<file path="src/rtl/pdp_preproc_pkg.sv">
// pdp_preproc_pkg
//   Shared widths, info-tag bit positions and the payload layout used by the
//   PDP pre-processing stage (pdp_core_preproc) and its on-fly position
//   counter (pdp_onfly_pos_cnt). Payload is {info, data}, info in the MSBs.
package pdp_preproc_pkg;

  localparam int DATA_W = 8;
  localparam int INFO_W = 12;
  localparam int ATOM_C = 8;
  localparam int PD_W   = DATA_W + INFO_W;
  localparam int CPOS_W = $clog2(ATOM_C);
  localparam int CUBE_W = 13;
  // Surface (atom-group) counter only needs the channel bits above the atom.
  localparam int SURF_W = CUBE_W - CPOS_W;

  localparam logic [CPOS_W-1:0] CPOS_LAST = CPOS_W'(ATOM_C - 1);

  localparam int INFO_CPOS_LSB  = 0;
  localparam int INFO_CPOS_MSB  = CPOS_W - 1;
  localparam int INFO_ATOM_END  = 3;
  localparam int INFO_LINE_END  = 4;
  localparam int INFO_SURF_END  = 5;
  localparam int INFO_SPLIT_END = 7;
  localparam int INFO_CUBE_END  = 11;

  typedef struct packed {
    logic [INFO_W-1:0] info;
    logic [DATA_W-1:0] data;
  } pdp_pd_t;

  // Assemble the info tag; reserved bits are zero. On-fly is a single split,
  // so split_end mirrors cube_end.
  function automatic logic [INFO_W-1:0] pdp_make_info(
    input logic [CPOS_W-1:0] cpos,
    input logic              atom_end,
    input logic              line_end,
    input logic              surf_end,
    input logic              cube_end
  );
    logic [INFO_W-1:0] info;
    info = {INFO_W{1'b0}};
    info[INFO_CPOS_MSB:INFO_CPOS_LSB] = cpos;
    info[INFO_ATOM_END]  = atom_end;
    info[INFO_LINE_END]  = line_end;
    info[INFO_SURF_END]  = surf_end;
    info[INFO_SPLIT_END] = cube_end;
    info[INFO_CUBE_END]  = cube_end;
    return info;
  endfunction

endpackage

</file>
<file path="src/rtl/pdp_onfly_pos_cnt.sv">
// pdp_onfly_pos_cnt
//   Nested position counters for on-fly (SDP) elements: channel-in-atom
//   (innermost), width, height, surface. Produces the info tag for the element
//   currently offered and its cube_end flag; all flags describe the current
//   position, i.e. before the step is applied.
// Ports:
//   nvdla_core_clk / nvdla_core_rstn : clock, async active-low reset
//   step_i     : an on-fly element is accepted this cycle
//   clear_i    : return all counters to 0 (wins over step_i)
//   width_i / height_i : cube width-1 / height-1
//   surf_max_i : number of atom surfaces - 1 (channel-1 >> log2(ATOM_C))
//   info_o     : info tag of the current element
//   cube_end_o : current element is the last of the cube
module pdp_onfly_pos_cnt
  import pdp_preproc_pkg::*;
(
  input  logic              nvdla_core_clk,
  input  logic              nvdla_core_rstn,
  input  logic              step_i,
  input  logic              clear_i,
  input  logic [CUBE_W-1:0] width_i,
  input  logic [CUBE_W-1:0] height_i,
  input  logic [SURF_W-1:0] surf_max_i,
  output logic [INFO_W-1:0] info_o,
  output logic              cube_end_o
);

  logic [CPOS_W-1:0] c_cnt_q, c_cnt_d;
  logic [CUBE_W-1:0] w_cnt_q, w_cnt_d;
  logic [CUBE_W-1:0] h_cnt_q, h_cnt_d;
  logic [SURF_W-1:0] s_cnt_q, s_cnt_d;

  logic atom_end_s, line_end_s, surf_end_s, cube_end_s;

  assign atom_end_s = (c_cnt_q == CPOS_LAST);
  assign line_end_s = atom_end_s & (w_cnt_q == width_i);
  assign surf_end_s = line_end_s & (h_cnt_q == height_i);
  assign cube_end_s = surf_end_s & (s_cnt_q == surf_max_i);

  // Next-state for the nested counters: each outer counter moves only when
  // every inner counter wraps in the same step.
  always_comb begin
    c_cnt_d = c_cnt_q;
    w_cnt_d = w_cnt_q;
    h_cnt_d = h_cnt_q;
    s_cnt_d = s_cnt_q;
    if (clear_i) begin
      c_cnt_d = {CPOS_W{1'b0}};
      w_cnt_d = {CUBE_W{1'b0}};
      h_cnt_d = {CUBE_W{1'b0}};
      s_cnt_d = {SURF_W{1'b0}};
    end else if (step_i) begin
      c_cnt_d = atom_end_s ? {CPOS_W{1'b0}} : (c_cnt_q + CPOS_W'(1'b1));
      if (atom_end_s) begin
        w_cnt_d = line_end_s ? {CUBE_W{1'b0}} : (w_cnt_q + 13'd1);
      end else begin
        w_cnt_d = w_cnt_q;
      end
      if (line_end_s) begin
        h_cnt_d = surf_end_s ? {CUBE_W{1'b0}} : (h_cnt_q + 13'd1);
      end else begin
        h_cnt_d = h_cnt_q;
      end
      if (surf_end_s) begin
        s_cnt_d = cube_end_s ? {SURF_W{1'b0}} : (s_cnt_q + SURF_W'(1'b1));
      end else begin
        s_cnt_d = s_cnt_q;
      end
    end else begin
      c_cnt_d = c_cnt_q;
      w_cnt_d = w_cnt_q;
      h_cnt_d = h_cnt_q;
      s_cnt_d = s_cnt_q;
    end
  end

  // Counter registers.
  always_ff @(posedge nvdla_core_clk or negedge nvdla_core_rstn) begin
    if (!nvdla_core_rstn) begin
      c_cnt_q <= {CPOS_W{1'b0}};
      w_cnt_q <= {CUBE_W{1'b0}};
      h_cnt_q <= {CUBE_W{1'b0}};
      s_cnt_q <= {SURF_W{1'b0}};
    end else begin
      c_cnt_q <= c_cnt_d;
      w_cnt_q <= w_cnt_d;
      h_cnt_q <= h_cnt_d;
      s_cnt_q <= s_cnt_d;
    end
  end

  assign info_o     = pdp_make_info(c_cnt_q, atom_end_s, line_end_s, surf_end_s, cube_end_s);
  assign cube_end_o = cube_end_s;

endmodule

</file>
<file path="src/rtl/pdp_core_preproc.sv">
// pdp_core_preproc
//   Merges the off-fly (RDMA, already tagged) and on-fly (SDP, raw) PDP input
//   sources into one registered valid/ready stream {info, data} for cal1d.
//   On-fly elements get their info tag from pdp_onfly_pos_cnt.
// Ports:
//   nvdla_core_clk / nvdla_core_rstn : clock, async active-low reset
//   reg2dp_op_en        : layer enable; rising edge starts a layer
//   reg2dp_flying_mode  : 0 on-fly (SDP), 1 off-fly (RDMA)
//   reg2dp_cube_in_*    : cube width/height/channel minus one
//   sdp2pdp_*           : on-fly element stream (valid/pd/ready)
//   nan_preproc_*       : off-fly tagged beat stream (pvld/pd/prdy)
//   pre2cal1d_*         : merged output stream (pvld/pd/prdy)
//   onfly_layer_done    : one-cycle pulse after the on-fly cube_end beat
module pdp_core_preproc
  import pdp_preproc_pkg::*;
(
  input  logic              nvdla_core_clk,
  input  logic              nvdla_core_rstn,
  input  logic              reg2dp_op_en,
  input  logic              reg2dp_flying_mode,
  input  logic [12:0]       reg2dp_cube_in_width,
  input  logic [12:0]       reg2dp_cube_in_height,
  input  logic [12:0]       reg2dp_cube_in_channel,
  input  logic              sdp2pdp_valid,
  input  logic [DATA_W-1:0] sdp2pdp_pd,
  output logic              sdp2pdp_ready,
  input  logic              nan_preproc_pvld,
  input  logic [PD_W-1:0]   nan_preproc_pd,
  output logic              nan_preproc_prdy,
  output logic              pre2cal1d_pvld,
  output logic [PD_W-1:0]   pre2cal1d_pd,
  input  logic              pre2cal1d_prdy,
  output logic              onfly_layer_done
);

  logic    op_en_d1_q;
  logic    mode_q, mode_d;
  logic    active_q, active_d;
  logic    out_vld_q, out_vld_d;
  pdp_pd_t out_pd_q, out_pd_d;
  logic    done_q;

  logic              op_en_load_s, take_s, cap_nan_s, cap_sdp_s;
  logic              cube_end_s, cube_acc_s, cnt_clear_s;
  logic [INFO_W-1:0] info_s;
  // Channel bits inside an atom never affect tagging: partial atoms are padded.
  logic              unused_chn_lsb_s;

  assign unused_chn_lsb_s = ^reg2dp_cube_in_channel[CPOS_W-1:0];

  assign op_en_load_s = reg2dp_op_en & ~op_en_d1_q;
  assign take_s       = ~out_vld_q | pre2cal1d_prdy;

  assign nan_preproc_prdy = mode_q & take_s;
  assign sdp2pdp_ready    = ~mode_q & active_q & take_s;

  assign cap_nan_s   = nan_preproc_pvld & nan_preproc_prdy;
  assign cap_sdp_s   = sdp2pdp_valid & sdp2pdp_ready;
  assign cube_acc_s  = cap_sdp_s & cube_end_s;
  assign cnt_clear_s = op_en_load_s | cube_acc_s;

  pdp_onfly_pos_cnt u_pos_cnt (
    .nvdla_core_clk  (nvdla_core_clk),
    .nvdla_core_rstn (nvdla_core_rstn),
    .step_i          (cap_sdp_s),
    .clear_i         (cnt_clear_s),
    .width_i         (reg2dp_cube_in_width),
    .height_i        (reg2dp_cube_in_height),
    .surf_max_i      (reg2dp_cube_in_channel[CUBE_W-1:CPOS_W]),
    .info_o          (info_s),
    .cube_end_o      (cube_end_s)
  );

  // Layer control: a new op_en edge overrides the end-of-cube shutdown.
  always_comb begin
    mode_d   = mode_q;
    active_d = active_q;
    if (op_en_load_s) begin
      mode_d   = reg2dp_flying_mode;
      active_d = ~reg2dp_flying_mode;
    end else if (cube_acc_s) begin
      mode_d   = mode_q;
      active_d = 1'b0;
    end else begin
      mode_d   = mode_q;
      active_d = active_q;
    end
  end

  // Output register next-state: capture the selected source, else drain.
  always_comb begin
    out_vld_d = out_vld_q;
    out_pd_d  = out_pd_q;
    if (cap_nan_s) begin
      out_vld_d = 1'b1;
      out_pd_d  = pdp_pd_t'(nan_preproc_pd);
    end else if (cap_sdp_s) begin
      out_vld_d     = 1'b1;
      out_pd_d.info = info_s;
      out_pd_d.data = sdp2pdp_pd;
    end else if (pre2cal1d_prdy) begin
      out_vld_d = 1'b0;
      out_pd_d  = out_pd_q;
    end else begin
      out_vld_d = out_vld_q;
      out_pd_d  = out_pd_q;
    end
  end

  // State and output registers.
  always_ff @(posedge nvdla_core_clk or negedge nvdla_core_rstn) begin
    if (!nvdla_core_rstn) begin
      op_en_d1_q <= 1'b0;
      mode_q     <= 1'b1;
      active_q   <= 1'b0;
      out_vld_q  <= 1'b0;
      out_pd_q   <= {PD_W{1'b0}};
      done_q     <= 1'b0;
    end else begin
      op_en_d1_q <= reg2dp_op_en;
      mode_q     <= mode_d;
      active_q   <= active_d;
      out_vld_q  <= out_vld_d;
      out_pd_q   <= out_pd_d;
      done_q     <= cube_acc_s;
    end
  end

  assign pre2cal1d_pvld   = out_vld_q;
  assign pre2cal1d_pd     = out_pd_q;
  assign onfly_layer_done = done_q;

endmodule
</file>
<file path="config.mk">
export PLATFORM = sky130hd
export DESIGN_NAME = pdp_core_preproc
export DESIGN_NICKNAME = d
export VERILOG_FILES = /design/src/rtl/pdp_preproc_pkg.sv /design/src/rtl/pdp_onfly_pos_cnt.sv /design/src/rtl/pdp_core_preproc.sv
export SDC_FILE = /design/constraint.sdc
export NUM_CORES = 1
export LEC_CHECK = 0
export ABC_AREA = 1
export BUFFER_PORTS_ARGS = -buffer_cell sky130_fd_sc_hd__buf_2
export CAP_MARGIN = 15
export CORE_MARGIN = 8
export CORE_UTILIZATION = 50
export CTS_BUF_LIST = sky130_fd_sc_hd__clkbuf_4
export CTS_CLUSTER_DIAMETER = 150
export CTS_CLUSTER_SIZE = 12
export DETAILED_ROUTE_END_ITERATION = 8
export PLACE_DENSITY = 0.77
export SLEW_MARGIN = 10
export SYNTH_ARGS = -nofsm -noshare
export SYNTH_HDL_FRONTEND = slang
export SYNTH_HIERARCHICAL = 1
export SYNTH_SLANG_ARGS = --single-unit
</file>
<file path="constraint.sdc">
create_clock -name nvdla_core_clk -period 2.5 [get_ports nvdla_core_clk]
set_clock_uncertainty 0.2 [all_clocks]
set_input_delay 0.125 -clock nvdla_core_clk [delete_from_list [all_inputs] [get_ports nvdla_core_clk]]
set_output_delay 0.125 -clock nvdla_core_clk [all_outputs]
set_load 0.01 [all_outputs]
</file>
; ---- Yosys cells after proc, flatten, opt, wreduce, memory -nomap -nowiden
; Cells that the tools add are included.
[word_totals]
regBits = 64
in_bits = 74
output_inout_bits = 24
wordCells = 67
[classes]
add_sub_neg = 4
eq_ne = 4
mux = 22
bitwise_logic = 16
n_reduce_logical = 10
[op_table]
columns = cell, count
row1 = $mux 13, 8
row2 = $mux 10, 4
row3 = $mux 20, 2
row4 = $add 13x1->13 const B, 2
row5 = $eq 13x13->1, 2
row6 = $reduce_bool 2->1, 6
row7 = $add 10x1->10 const B, 1
row8 = $and 1x1->1, 10
row9 = $eq 10x10->1, 1
row10 = $mux 3, 3
row11 = $reduce_and 2->1, 3
row12 = $mux 1, 5
row13 = $not 1->1, 4
row14 = $add 3x1->3 const B, 1
row15 = $eq 3x3->1 const B, 1
row16 = $reduce_bool 3->1, 1
row17 = $or 1x1->1, 2

; ---- Depth between registers and ports, before layout
[depth]
ltp_word = 8
mapped_depth = 21

; ---- By module
; Netlist, hierarchy kept.
[by_module_without_submodules]
columns = module, instances, cells_per_inst, area_per_inst_um2, seq_area_each_um2
row1 = pdp_onfly_pos_cnt, 1, 482, 3014.1, 975.9
row2 = pdp_core_preproc, 1, 203, 1462.7, 626.9

; ---- Worst setup path before layout
; OpenSTA, ideal clock, no wires.
[synth_path]
path_kind = register to register
startpoint = register u_pos_cnt.c_cnt_q[0]
endpoint = register u_pos_cnt.w_cnt_q[11]
setup_time_ps = 71
t_arrival_ps = 2387
slack_ps = -158
stages_incl_launch_ff = 18
path_buffers = 1
path_cell_list = dfrtp_1 ha_1 ha_1 nand4_1 nor3_1 nand2_1 nor3_1 nand2_1 nor2_1 nand4_1 nand2_1 inv_1 o21ai_1 buf_2 nand4_1 o21ai_0 nand2_1 nor2_1
[synth_via]
elab_chain_len = 8
[synth_lines]
columns = element, line
row1 = "start, declared", pdp_onfly_pos_cnt.sv:28  ; logic [CPOS_W-1:0] c_cnt_q, c_cnt_d;
row2 = "start signal, assigned", pdp_onfly_pos_cnt.sv:80  ; c_cnt_q <= {CPOS_W{1'b0}};
row3 = "start signal, assigned", pdp_onfly_pos_cnt.sv:85  ; c_cnt_q <= c_cnt_d;
row4 = $eq 3x3->1 *, pdp_onfly_pos_cnt.sv:35  ; assign atom_end_s = (c_cnt_q == CPOS_LAST);
row5 = net u_pos_cnt.atom_end_s, pdp_onfly_pos_cnt.sv:33  ; logic atom_end_s, line_end_s, surf_end_s, cube_end_s;
row6 = $and 1x1->1 *, pdp_onfly_pos_cnt.sv:36  ; assign line_end_s = atom_end_s & (w_cnt_q == width_i);
row7 = net u_pos_cnt.line_end_s, pdp_onfly_pos_cnt.sv:33
row8 = $and 1x1->1 *, pdp_onfly_pos_cnt.sv:37  ; assign surf_end_s = line_end_s & (h_cnt_q == height_i);
row9 = $and 1x1->1 *, pdp_onfly_pos_cnt.sv:38  ; assign cube_end_s = surf_end_s & (s_cnt_q == surf_max_i);
row10 = net cube_end_s, pdp_core_preproc.sv:44  ; logic cube_end_s, cube_acc_s, cnt_clear_s;
row11 = $and 1x1->1 *, pdp_core_preproc.sv:59  ; assign cube_acc_s = cap_sdp_s & cube_end_s;
row12 = $or 1x1->1 *, pdp_core_preproc.sv:60  ; assign cnt_clear_s = op_en_load_s | cube_acc_s;
row13 = net cnt_clear_s, pdp_core_preproc.sv:44
row14 = $reduce_bool 2->1 (no source line), -
row15 = $reduce_and 2->1 (no source line), -
row16 = "end signal, assigned", pdp_onfly_pos_cnt.sv:81  ; w_cnt_q <= {CUBE_W{1'b0}};
row17 = "end signal, assigned", pdp_onfly_pos_cnt.sv:86  ; w_cnt_q <= w_cnt_d;
row18 = "end, declared", pdp_onfly_pos_cnt.sv:29  ; logic [CUBE_W-1:0] w_cnt_q, w_cnt_d;
; Mark *: on every way through the listed nets, which the timed path passes. The rest lies on a longest branch. The select of a mux whose other input is x is not followed.
; A chain may end at the register's enable or synchronous reset.

; ---- Worst setup path after layout
[layout_path]
startpoint = register u_pos_cnt.c_cnt_q[0]
endpoint = register u_pos_cnt.w_cnt_q[12]
[layout_via]
elab_chain_len = 8
[layout_lines]
columns = element, line
row1 = $eq 3x3->1 *, pdp_onfly_pos_cnt.sv:35
row2 = net info_s[3], pdp_core_preproc.sv:45  ; logic [INFO_W-1:0] info_s;
row3 = $and 1x1->1 *, pdp_onfly_pos_cnt.sv:36
row4 = net info_s[4], pdp_core_preproc.sv:45
row5 = $and 1x1->1 *, pdp_onfly_pos_cnt.sv:37
row6 = $and 1x1->1 *, pdp_onfly_pos_cnt.sv:38
row7 = net cube_end_s, pdp_core_preproc.sv:44
row8 = $and 1x1->1 *, pdp_core_preproc.sv:59
row9 = $or 1x1->1 *, pdp_core_preproc.sv:60
row10 = net cnt_clear_s, pdp_core_preproc.sv:44
row11 = $reduce_bool 2->1 (no source line), -
row12 = $reduce_and 2->1 (no source line), -
; Marked as above.

==> flow_summary.toml <==
[status]
status = "finished, violations left"
violations = "negative setup slack"

[grt]
grt_pass1_vias = 5082
grt_pass1_wl_um = 22900
grt_use_total_pct = 22.0
grt_max_degree = 27
gr-total-overflow = 0
antenna_found_initial = 0

[worst_setup_path]
worstPathRequired_ns = 2.66
cp_cell_sequence = "ha_2, ha_4, nand4_1, nor3_2, nand2_1, nor3_4, nand2_2, nor2_4, nand4_1, nand2_1, inv_2, o21ai_4, nand4_1, nor2_2, inv_1, o21ai_1, and3_1"
crit_top_cell = "nand4_1"
cp.arrival_ns = 3.00
cpPeakStageDelay_ns = 0.38
endpoint_kind = "flop"
path_class = "flop to flop"
start_kind = "flop"
path_max_fanout = 3
cpMaxStageDelayCell = "dfrtp_1"

[routing]
via_per_inst = 5.31
drt_pass1_iterations = 5
route.detailed.drc = 0
drt_iter0_drc = 369
routed_wl_um = 15400
postRouteAntennaNets = 0
dr_total_vias = 5374
wl_per_cell_um = 15.2

[clock_network]
cts-htree-levels = 3
cts_tree = "yes"
cts_buffer_depth = 2
cts_made_buffers = 9
cts.sink_count = 64
cts.clk_slew.worst_paths_ns = 0.13
clock-root-buffer = "clkbuf_4"
insertion_delay_ns = 0.43

[synth]
synth_edf_count = 0
yosys_warnings = 6
yosys_register_bits = 64
synth_area_leaders = "dfrtp_1 (35%), nand2_1 (16%), inv_1 (11%)"
synth.top_cell.area_share_pct = 35.2
yosysUniqueCellTypes = 34
synthCells = 685
async_flop_share_pct = 100
synthFlopType = "dfrtp_1"
yosysTopAreaCell = "dfrtp_1"
synth.cell_area_mm2 = 0.00448
avgSynthCellArea_um2 = 6.54
seq_area_frac_synth_pct = 35.8

[timing]
relSlewSlack_pct = 54.6
min_period_over_period_pct = 114
rsz0062_at_grt = "true"
fin_setup_tns_ns = -8.66
finalSetupViolCount = 36
finalHoldViolations = 0
finalCriticalPeriod_ns = 2.84
maxSlewViolCount = 0
worst_pin_slew_ns = 0.681
setup_ws_ns = -0.343
fmax_ghz = 0.352

[flow_run]
maxCapViolations = 0

[place]
io_buffers = 94
dp.final_hpwl_um = 9710
dpl.cell_count = 946
routabilityCongestion = 0.921
dpl_worst_slack_ns = -0.327

[power_and_ir_drop]
p_leak_uw = 0.00352
ir_drop_mv = 0.401
finalPower_uw = 3100
powerDensity_mw_per_mm2 = 471

[floorplan]
initial_core_util_pct = 51.3
rows = 34
coreArea_mm2 = 0.00872
dieArea_mm2 = 0.0122
die_h_um = 111
ios = 98
die_w_um = 111

[finish]
layout-drive-gt1-share_pct = 32.3
layout_commonest_cell = "nand2_1"
flow.area_growth_from_synthesis_pct = 47.1
antenna_cells = 0
final_cell_mix = "nand2_1 (175), inv_1 (132), buf_2 (94), buf_4 (83), dfrtp_1 (63)"
nets = 979
stdcell_count = 1013

[hold_path]
hold_path_class = "input pin to flop"
[cell families (layout without fill, tap and decap cells)]
group	Yosys count	in the layout	share of synthesized area [%]
other cells	1	4	0.0838
xor+xnor	11	11	2.15
buf+inv	172	385	16.4
compound gates	52	52	6.26
fa+ha+maj	5	5	1.40
simple gates	380	384	37.9
flops	64	64	35.8
[final timing paths]
check	startpoint	endpoint	slack [ns]	depth (start not counted)
max	u_pos_cnt/c_cnt_q[0]	u_pos_cnt/w_cnt_q[12]	-0.34	17
min	nan_preproc_pvld	pre2cal1d_pd[4]	0.03	4
max reg2reg	u_pos_cnt/c_cnt_q[0]	u_pos_cnt/w_cnt_q[12]	-0.34	17
min reg2reg	pre2cal1d_pd[1]	pre2cal1d_pd[1]	0.32	2
max in group asynchronous	nvdla_core_rstn	mode_q	1.31	3
min in group asynchronous	nvdla_core_rstn	op_en_d1_q	0.06	2
[report_power, final]
group,internal [µW],switching [µW],total [µW]
Sequential,1180,103,1280
Clock,304,417,721
Combinational,487,610,1100
Total,1970,1130,3100
[cells in the mapped netlist (3+ instances only)]
master and count:
ha_1 5, inv_1 135, o21ai_1 12, nor3_1 11
nand4_1 31, nor2_1 56, o21ai_0 29, nand2_1 190
buf_6 5, inv_2 8, nand2_2 6, dfrtp_1 63
buf_2 13, a21oi_1 5, nor2_2 3, xor2_1 9
o21ai_2 4, buf_4 9, nand3_1 67, and3_1 6
[final cells by class]
cell class	instances	area (µm²)
clock buffers	9	67.6
clock inverters	7	72.6
fillers	573	2140
inverters	143	539
multi-input cells	456	2520
flip-flops and latches	64	1600
well taps	108	135
repair buffers	226	1650
[routing by layer]
layer / GRT usage, % / vias up / share of wire, %
li1: - / 2558 / -
met1: 25.7 / 2496 / 40
met2: 37.6 / 256 / 50
met3: 4.76 / 64 / 6.1
met4: 10.5 / 0 / 4.3
met5: 0 / - / 0
[through the flow]
stage	hold WS, ns	util [%]	cell area (µm²)
after global placement	-0.0119	63.9	5570
after global routing	0.0188	75.5	6590
after CTS	0.0146	71.1	6200
after detailed placement	-0.000257	63.9	5570
final	0.0284	75.5	6590
after floorplan	-0.371	-	4520
[repair_timing]
item | 4_1_cts | 5_1_grt
cloned | 0 | 4
buffers inserted | 8 | 12
endpoints found under the setup margin | 36 | 41
pin swaps | 7 | 20
resized for setup | 37 | 72
hold buffers | 32 | 0
hold endpoints to repair | 69 | 0
[registers in the layout, summed over array words and instances (netlist names)]
name	count
u_pos_cnt/s_cnt_q	10
active_q	1
pre2cal1d_pvld	1
u_pos_cnt/h_cnt_q	13
mode_q	1
u_pos_cnt/w_cnt_q	13
pre2cal1d_pd	20
onfly_layer_done	1
op_en_d1_q	1
u_pos_cnt/c_cnt_q	3
[critical path, delay by kind of cell (launching register included)]
family / cells / cell delay [ns]
simple gates: 11 / 1.48
flops: 1 / 0.38
fa+ha+maj: 2 / 0.33
compound gates: 2 / 0.24
buf+inv: 2 / 0.13
Power figures use the tool's default switching activity.
